$ cat config.mk
export PLATFORM = sky130hd
export DESIGN_NAME = uart_tx_feeder
export DESIGN_NICKNAME = d
export VERILOG_FILES = /design/src/rtl/uart_tx_feeder_pkg.sv /design/src/rtl/uart_tx_feeder_sync_fifo.sv /design/src/rtl/uart_tx_feeder.sv
export SDC_FILE = /design/constraint.sdc
export NUM_CORES = 1
export LEC_CHECK = 0
export CAP_MARGIN = 10
export CORE_MARGIN = 2
export CORE_UTILIZATION = 43
export CTS_CLUSTER_SIZE = 10
export DETAILED_ROUTE_END_ITERATION = 6
export RECOVER_POWER = 25
export SLEW_MARGIN = 20
export SYNTH_ARGS = -nofsm -noshare
export SYNTH_HDL_FRONTEND = slang
export SYNTH_SLANG_ARGS = --single-unit
$ cat constraint.sdc
create_clock -name clk -period 3 [get_ports clk]
set_input_delay 0.6 -clock clk [delete_from_list [all_inputs] [get_ports clk]]
set_output_delay 0.6 -clock clk [all_outputs]
set_load 0.005 [all_outputs]
$ cat src/rtl/uart_tx_feeder_pkg.sv
// rtl/uart_tx_feeder_pkg.sv - shared FSM encoding and sizing helpers for the UART feeder
package uart_tx_feeder_pkg;

   localparam int STATE_W = 3;

   typedef enum logic [STATE_W-1:0] {
      IDLE      = 3'd0,
      START     = 3'd1,
      WAIT_BUSY = 3'd2,
      WAIT_DONE = 3'd3,
      GAP       = 3'd4
   } state_t;

   function automatic int ptr_w(input int depth);
      return (depth > 1) ? $clog2(depth) : 1;
   endfunction

endpackage

$ cat src/rtl/uart_tx_feeder_sync_fifo.sv
// rtl/uart_tx_feeder_sync_fifo.sv - power-of-two synchronous FIFO with registered occupancy
module sync_fifo
   import uart_tx_feeder_pkg::*;
#(
   parameter int WIDTH = 8,
   parameter int DEPTH = 16
) (
   input  logic                    clk,
   input  logic                    reset,
   input  logic                    push_i,
   input  logic [WIDTH-1:0]        push_data_i,
   input  logic                    pop_i,
   output logic [WIDTH-1:0]        pop_data_o,
   output logic [$clog2(DEPTH):0]  count_o,
   output logic                    full_o,
   output logic                    empty_o
);

   localparam int PW = ptr_w(DEPTH);
   localparam logic [PW:0] FULL_CNT = (PW+1)'(DEPTH);

   logic [WIDTH-1:0] mem_q [DEPTH];
   logic [PW-1:0]    wr_ptr_q;
   logic [PW-1:0]    rd_ptr_q;
   logic [PW:0]      count_q;
   logic             push_ok;
   logic             pop_ok;

   // Acceptance is judged on the registered count, so a same-cycle pop never frees a slot early.
   assign full_o     = (count_q == FULL_CNT);
   assign empty_o    = (count_q == '0);
   assign push_ok    = push_i && !full_o;
   assign pop_ok     = pop_i && !empty_o;
   assign pop_data_o = mem_q[rd_ptr_q];
   assign count_o    = count_q;

   always_ff @(posedge clk) begin
      if (push_ok) begin
         mem_q[wr_ptr_q] <= push_data_i;
      end
   end

   always_ff @(posedge clk or posedge reset) begin
      if (reset) begin
         wr_ptr_q <= '0;
         rd_ptr_q <= '0;
         count_q  <= '0;
      end else begin
         if (push_ok) wr_ptr_q <= wr_ptr_q + 1'b1;
         if (pop_ok)  rd_ptr_q <= rd_ptr_q + 1'b1;
         case ({push_ok, pop_ok})
            2'b10:   count_q <= count_q + 1'b1;
            2'b01:   count_q <= count_q - 1'b1;
            default: count_q <= count_q;
         endcase
      end
   end

endmodule

$ cat src/rtl/uart_tx_feeder.sv
// rtl/uart_tx_feeder.sv - frame queue and start/status sequencer in front of the UART transmitter
module uart_tx_feeder
   import uart_tx_feeder_pkg::*;
#(
   parameter int FRAME_BITS = 8,
   parameter int DEPTH      = 16
) (
   input  logic                    clk,
   input  logic                    reset,
   input  logic                    wr_en,
   input  logic [FRAME_BITS-1:0]   wr_data,
   output logic                    full,
   output logic                    empty,
   output logic [$clog2(DEPTH):0]  count,
   output logic                    overflow,
   output logic                    busy,
   output logic                    tx_start,
   output logic [FRAME_BITS-1:0]   tx_data,
   input  logic                    tx_status
);

   state_t                state_q;
   logic                  tx_start_q;
   logic [FRAME_BITS-1:0] tx_data_q;
   logic                  overflow_q;
   logic [FRAME_BITS-1:0] head;
   logic                  pop;

   assign pop = (state_q == IDLE) && !empty && !tx_status;

   sync_fifo #(
      .WIDTH (FRAME_BITS),
      .DEPTH (DEPTH)
   ) u_fifo (
      .clk         (clk),
      .reset       (reset),
      .push_i      (wr_en),
      .push_data_i (wr_data),
      .pop_i       (pop),
      .pop_data_o  (head),
      .count_o     (count),
      .full_o      (full),
      .empty_o     (empty)
   );

   always_ff @(posedge clk or posedge reset) begin
      if (reset) begin
         state_q    <= IDLE;
         tx_start_q <= 1'b0;
         tx_data_q  <= '0;
         overflow_q <= 1'b0;
      end else begin
         tx_start_q <= 1'b0;
         if (wr_en && full) overflow_q <= 1'b1;
         case (state_q)
            IDLE: begin
               if (pop) begin
                  tx_data_q  <= head;
                  tx_start_q <= 1'b1;
                  state_q    <= START;
               end
            end
            START:     state_q <= WAIT_BUSY;
            WAIT_BUSY: if (tx_status)  state_q <= WAIT_DONE;
            WAIT_DONE: if (!tx_status) state_q <= GAP;
            // One dead cycle lets the transmitter settle back to idle before the next start.
            GAP:       state_q <= IDLE;
            default:   state_q <= IDLE;
         endcase
      end
   end

   assign tx_start = tx_start_q;
   assign tx_data  = tx_data_q;
   assign overflow = overflow_q;
   assign busy     = (state_q != IDLE);

endmodule

==> results.md <==
- Largest net degree at the start of global routing: 34
- Max-Cap Viols: 1
- Worst reg2reg startpoint: u_fifo.count_o[0]$_DFFE_PP0P_
- Syn_nets: 342
- Total Routing Usage GR: 0.169
- Clk pwr share: 0.299
- Top_reg_cell synth: edfxtp_1
- CP max-delay cell: dlygate4sd3_1
- Initial DRC count: 236
- Worst-margin pin slew: 1.50 ns
- HP Class: flip-flop to flip-flop
- Global-route wire length before repair: 18100 um
- Sequential share of power: 0.424
- Slew margin rel.: -0.000280
- Remaining antenna violation count: 0
- Startpoint Class: input pin
- Total Wirelength: 11500 um
- RSZ-0062 raised after global routing: false
- Max incr delay on CP: 0.57 ns
- Synth cell types: 34
- Final Max Tran Viols: 26
- TNS Setup: 0 ns
- Layout cell share with drive strength beyond 1: 0.250
- CTS sink cnt: 154
- FP Rows: 43
- Yosys top cell area share: 0.625
- Most common cell after layout, fill and taps aside: edfxtp_1
- Final non-filler cell total: 564
- Die Wd: 124 um
- Fin crit period: 2.66 ns
- Crit-path cells: dlygate4sd3_1 -> nor4_1 -> o31a_1 -> ha_1 -> ha_1 -> a21o_1 -> a21oi_1 -> mux2i_1 -> xnor2_1
- PwrDens: 944 nW/um^2
- Final setup viols: 0
- Core box area: 13900 um^2
- WP data required: 3.34 ns
- I/O pin count: 30
- IO Port Bufs: 29
- Worst-case vdd ir drop: 0.000405 V
- Number of global-route vias before repair: 3129
- WP buf/inv: 1
- Switching Share: 0.293
- Vias per cell: 5.29
- Failing checks: max-capacitance violations, max-slew violations
- GP Congestion: 0.715
- Synth warn: 0
- Starting Density: 0.442
- Crit path launch: tx_status
- Async SR Flop Fraction: 0.169
- Cell mode on critical path: ha_1
- Area growth syn-to-layout: 19.0%
- Hpwl dp: 7190 um
- CTS Buf Count: 17
- Cell Area, Synth: 6150 um^2
- Root buffer cell: clkbuf_16
- Mean post-synth cell area: 19.2 um^2
- Drt drc: 0
- Flip-flop and latch count after synthesis: 154
- Die Area: 15300 um^2
- Power Internal: 4.89 mW
- Post-synth EDFFs: 128
- Family with the most delay on the worst path: adder cells
- Post-CTS Setup Inserts: 0
- Dpl cells: 532
- Number of diodes: 0
- Psw: 2.03 mW
- H-tree levels: 4
- Drt pass-1 iters: 6
- Clk_skew: 0.00878 ns
- Via Count: 2984
- Nets@finish: 393
- Total grt overflow: 0
- Worst r2r path cells: 8
- Most frequent cells in the layout: 128 x edfxtp_1, 32 x mux4_2, 25 x dfrtp_1, 23 x clkdlybuf4s50_1, 22 x nor2_1
- Clock Latency Late Sink: 0.42 ns
- Cell count after synthesis: 320
- Initial antenna violation count: 0
- Outcome: complete, but fails checks
- CP Class: input pin to flip-flop
- Hold buffers post-CTS: 0
- CTS clk-pin slew, worst paths: 0.06 ns
- CTS max path bufs: 2
- Power share of the combinational group: 0.277
- CTS tree: built
- Seq/Total Area, Yosys: 0.730
- Hold path cells: 1
- Synth area leader: edfxtp_1
- Hold Startpoint: overflow$_DFFE_PP0P_
- Fin crit share: 0.887
- Max Fanout on Critical Path: 6
- Crit path depth: 9
- Crit path arrival time: 3.00 ns
- Endpoints failing hold: 0
- Wire length per cell: 20.4 um
- Synth area leaders: edfxtp_1 62%, mux4_2 12%, dfrtp_1 11%
- Leak: 2.52 nW
- Hold WS: 0.459 ns
- Critical Path End Type: flip-flop
- Achievable frequency: 0.376 GHz
- Tot Pwr: 6.92 mW
- Die height: 124 um
- Post_cts resized: 0
-- sequential cells by signal, indices dropped and copies added, names as in the netlist --
signal and flops:
overflow 1, u_fifo.mem_q 128, u_fifo.wr_ptr_q 4, tx_data 8, u_fifo.rd_ptr_q 4, u_fifo.count_o 5
state_q 3, tx_start 1
-- cells in the mapped netlist, drive strengths merged, types with 7 or more instances --
library cell  instances
edfxtp              128
xnor2                 8
a221oi                8
clkbuf                7
dfrtp                26
buf                  11
mux4                 32
ha                    9
o22ai                 8
nand2                10
mux2i                 9
nor2                 22
-- per-stage QoR --
stage | setup WS (ns) | utilization | cell area [um^2]
2_1_floorplan | 0.427 | - | 6150
6_report | 0.338 | 0.525 | 7320
4_1_cts | 0.315 | 0.526 | 7330
3_3_place_gp | 0.0648 | 0.484 | 6750
5_1_grt | 0.160 | 0.525 | 7320
3_5_place_dp | 0.0103 | 0.484 | 6750
-- power by group through the flow --
| stage | Combinational (mW) | Clock, mW | Sequential (mW) |
|---|---|---|---|
| global route | 2.12 | 2.21 | 2.98 |
| finish | 1.92 | 2.07 | 2.93 |
| CTS | 1.96 | 2.11 | 2.93 |
| floorplan | 1.38 | 0 | 2.86 |
| global placement | 1.94 | 0 | 2.96 |
| detailed placement | 1.95 | 0 | 2.97 |
-- path summary, 6_finish.rpt --
path	slack (ns)	endpoint
worst min-delay path	0.46	overflow$_DFFE_PP0P_
worst max register to register	0.37	u_fifo.count_o[4]$_DFFE_PP0P_
worst max-delay path	0.34	u_fifo.count_o[4]$_DFFE_PP0P_
max in group asynchronous	0.88	u_fifo.rd_ptr_q[2]$_DFFE_PP0P_
worst min register to register	0.46	overflow$_DFFE_PP0P_
min in group asynchronous	1.14	state_q[1]$_DFFE_PP0P_
-- per-layer routing --
layer	wire length (um)	global-route usage	part of all wire
met5	0	0	0
met1	5190	0.220	0.45
met2	5450	0.263	0.47
met4	103	0.0618	0.0090
met3	749	0.0582	0.065
-- worst reg2reg max path, stage by stage, from the launching register on --
cell and delay (ns):
dfrtp_1 0.45, or3_4 0.42, o31a_1 0.25, ha_1 0.28, fa_1 0.42, a21o_1 0.19, a21oi_1 0.16, mux2i_1 0.23
xnor2_1 0.13
-- final cells by class --
cell class / count / area [um^2]
Inverter: 6 / 22.5
Sequential cell: 154 / 4500
Tap cell: 180 / 225
Clock buffer: 18 / 429
Timing Repair Buffer: 50 / 457
Multi-Input combinational cell: 142 / 1550
Clock inverter: 14 / 146
Fill cell: 1090 / 6610
-- kinds of logic (layout without fill, tap and decap cells) --
logic type                 count (synthesis)  after routing  share of synthesized area
buffers and inverters                     24             88                     0.0185
adders and majority gates                 10             10                     0.0215
and+or+nand+nor                           50             50                     0.0378
AOI/OAI and AO/OA                         29             29                     0.0423
muxes                                     43             43                      0.135
DFF                                      154            154                      0.730
xor gates and xnor gates                  10             10                     0.0142
Note: power is estimated with default switching activity, not from simulation.
==> patch (same settings) <==
Change the parameter `FRAME_BITS` from 8 to 10.
--- a/src/rtl/uart_tx_feeder.sv
+++ b/src/rtl/uart_tx_feeder.sv
@@ -4,3 +4,3 @@
 #(
-   parameter int FRAME_BITS = 8,
+   parameter int FRAME_BITS = 10,
    parameter int DEPTH      = 16
Interface: changed (resized tx_data and wr_data); port bits go from 30 to 34. The function was not compared with the original's and may differ.
==> patch against the unedited design <==
Utilization decreased by 1.7 points; first-iteration DRC count increased by 35%; power is 16% higher; critical endpoint unchanged; hold slack got worse by 0.0017 ns; final cell count grew 18%; sequential cell count rose by 34; setup slack gained 0.0068 ns; routed wire length up 22%; clock skew fell by 0.0018 ns; synthesized area grew 21%; final area up 19%; via count up 19%; largest cell class unchanged; the flow still finishes with violations (max-capacitance violations, max-slew violations).
==> patch: results (changes against the unedited design) <==
pre-CTS setup slack=0.06853 ns (+0.05821 ns); Cells after DPL=633 (+19%); dpl hpwl=8831 um (+23%); Post-synth EDFFs=160 (+25%); Mapped Area=7430 sq um (+21%); vias in the first global route=3717 (+19%); adder-cell share of the synthesized area=0.01785 (-0.003698); failing checks=max-capacitance violations, max-slew violations; Reg power frac=0.434 (+0.010); DR pass1 iterations=4 (-2); layout cell share with drive strength beyond 1=0.2386 (-0.01136); Post-Syn Nets=398 (+16%); DRT Wirelength=14000 um (+22%); total track usage=0.1659 (-0.002575); detailed-route via count=3550 (+19%); routability cong.=0.6928 (-3.0%); maximum vdd drop=0.7679 mV (+89%); fin. max-slew vios=29 (+12%); max reg flops=160 (+25%); XOR/XNOR Fraction of Synth Area=0.01179 (-0.002442); Compound-Gate Fraction of Synth Area=0.04075 (-0.001531); P_comb=0.00232 W (+21%); largest net degree at the start of global routing=43 (+26%); leakage power=2.948 nW (+17%); Avg Cell Area, Syn=19.87 sq um (+3.3%); port bufs=33 (+14%); status=finished with violations; first-pass GRT wire length=21820 um (+21%); Max-cap violations=1 (unchanged); met2 wire length=6985 um (+28%); Max-slew headroom=-0.05245 (-0.05217); DR WL met3=740 um (-1.2%); clock skew=0.006937 ns (-0.001840 ns); Crit-path slowest cell=dfrtp_1; DRT met1 WL=6059 um (+17%); slowest stage delay, CP=0.45 ns (-0.12 ns)
==> patch: cell count changes in the layout (fill, tap and decap cells not counted), moves of 3 or more <==
cell / unedited run / this run
edfxtp_1: 128 / 160
clkinvlp_4: 4 / 0
clkdlybuf4s50_1: 23 / 26
mux4_2: 32 / 40
inv_6: 3 / 0
clkinv_2: 1 / 4
clkbuf_1: 2 / 7
==> patch: kinds of logic (layout without fill, tap and decap cells) <==
| group | count (synthesis) | count (layout) |
|---|---|---|
| compound gates | 33 | 33 |
| xor+xnor | 10 | 10 |
| fa+ha+maj | 10 | 10 |
| buf+inv | 28 | 94 |
| flops | 188 | 188 |
| mux | 53 | 53 |
| simple gates | 52 | 52 |
==> patch: final timing paths <==
| path | cells past startpoint | from | slack (ns) | to |
|---|---|---|---|---|
| setup / recovery | 8 | u_fifo.count_o[0] | 0.34 | u_fifo.count_o[4] |
| hold / removal | 1 | overflow | 0.46 | overflow |
| setup reg to reg | 8 | u_fifo.count_o[0] | 0.34 | u_fifo.count_o[4] |
| hold reg to reg | 1 | overflow | 0.46 | overflow |
| max in group asynchronous | 3 | reset | 0.81 | u_fifo.rd_ptr_q[2] |
| min in group asynchronous | 3 | reset | 1.17 | tx_data[6] |
==> patch: metal layers <==
| layer | vias to the layer above | GRT usage |
|---|---|---|
| li1 | 1599 | - |
| met1 | 1847 | 0.2211 |
| met2 | 88 | 0.2690 |
| met3 | 16 | 0.04227 |
| met4 | 0 | 0.05613 |
| met5 | - | 0 |
==> patch: layout make-up <==
type / count / area, sq um
Fill cell: 1397 / 8411
Sequential cell: 188 / 5507
Multi-Input combinational cell: 158 / 1797
Timing Repair Buffer: 56 / 511.7
Clock buffer: 25 / 498.0
Tap cell: 225 / 281.5
Clock inverter: 7 / 88.84
Inverter: 6 / 22.52
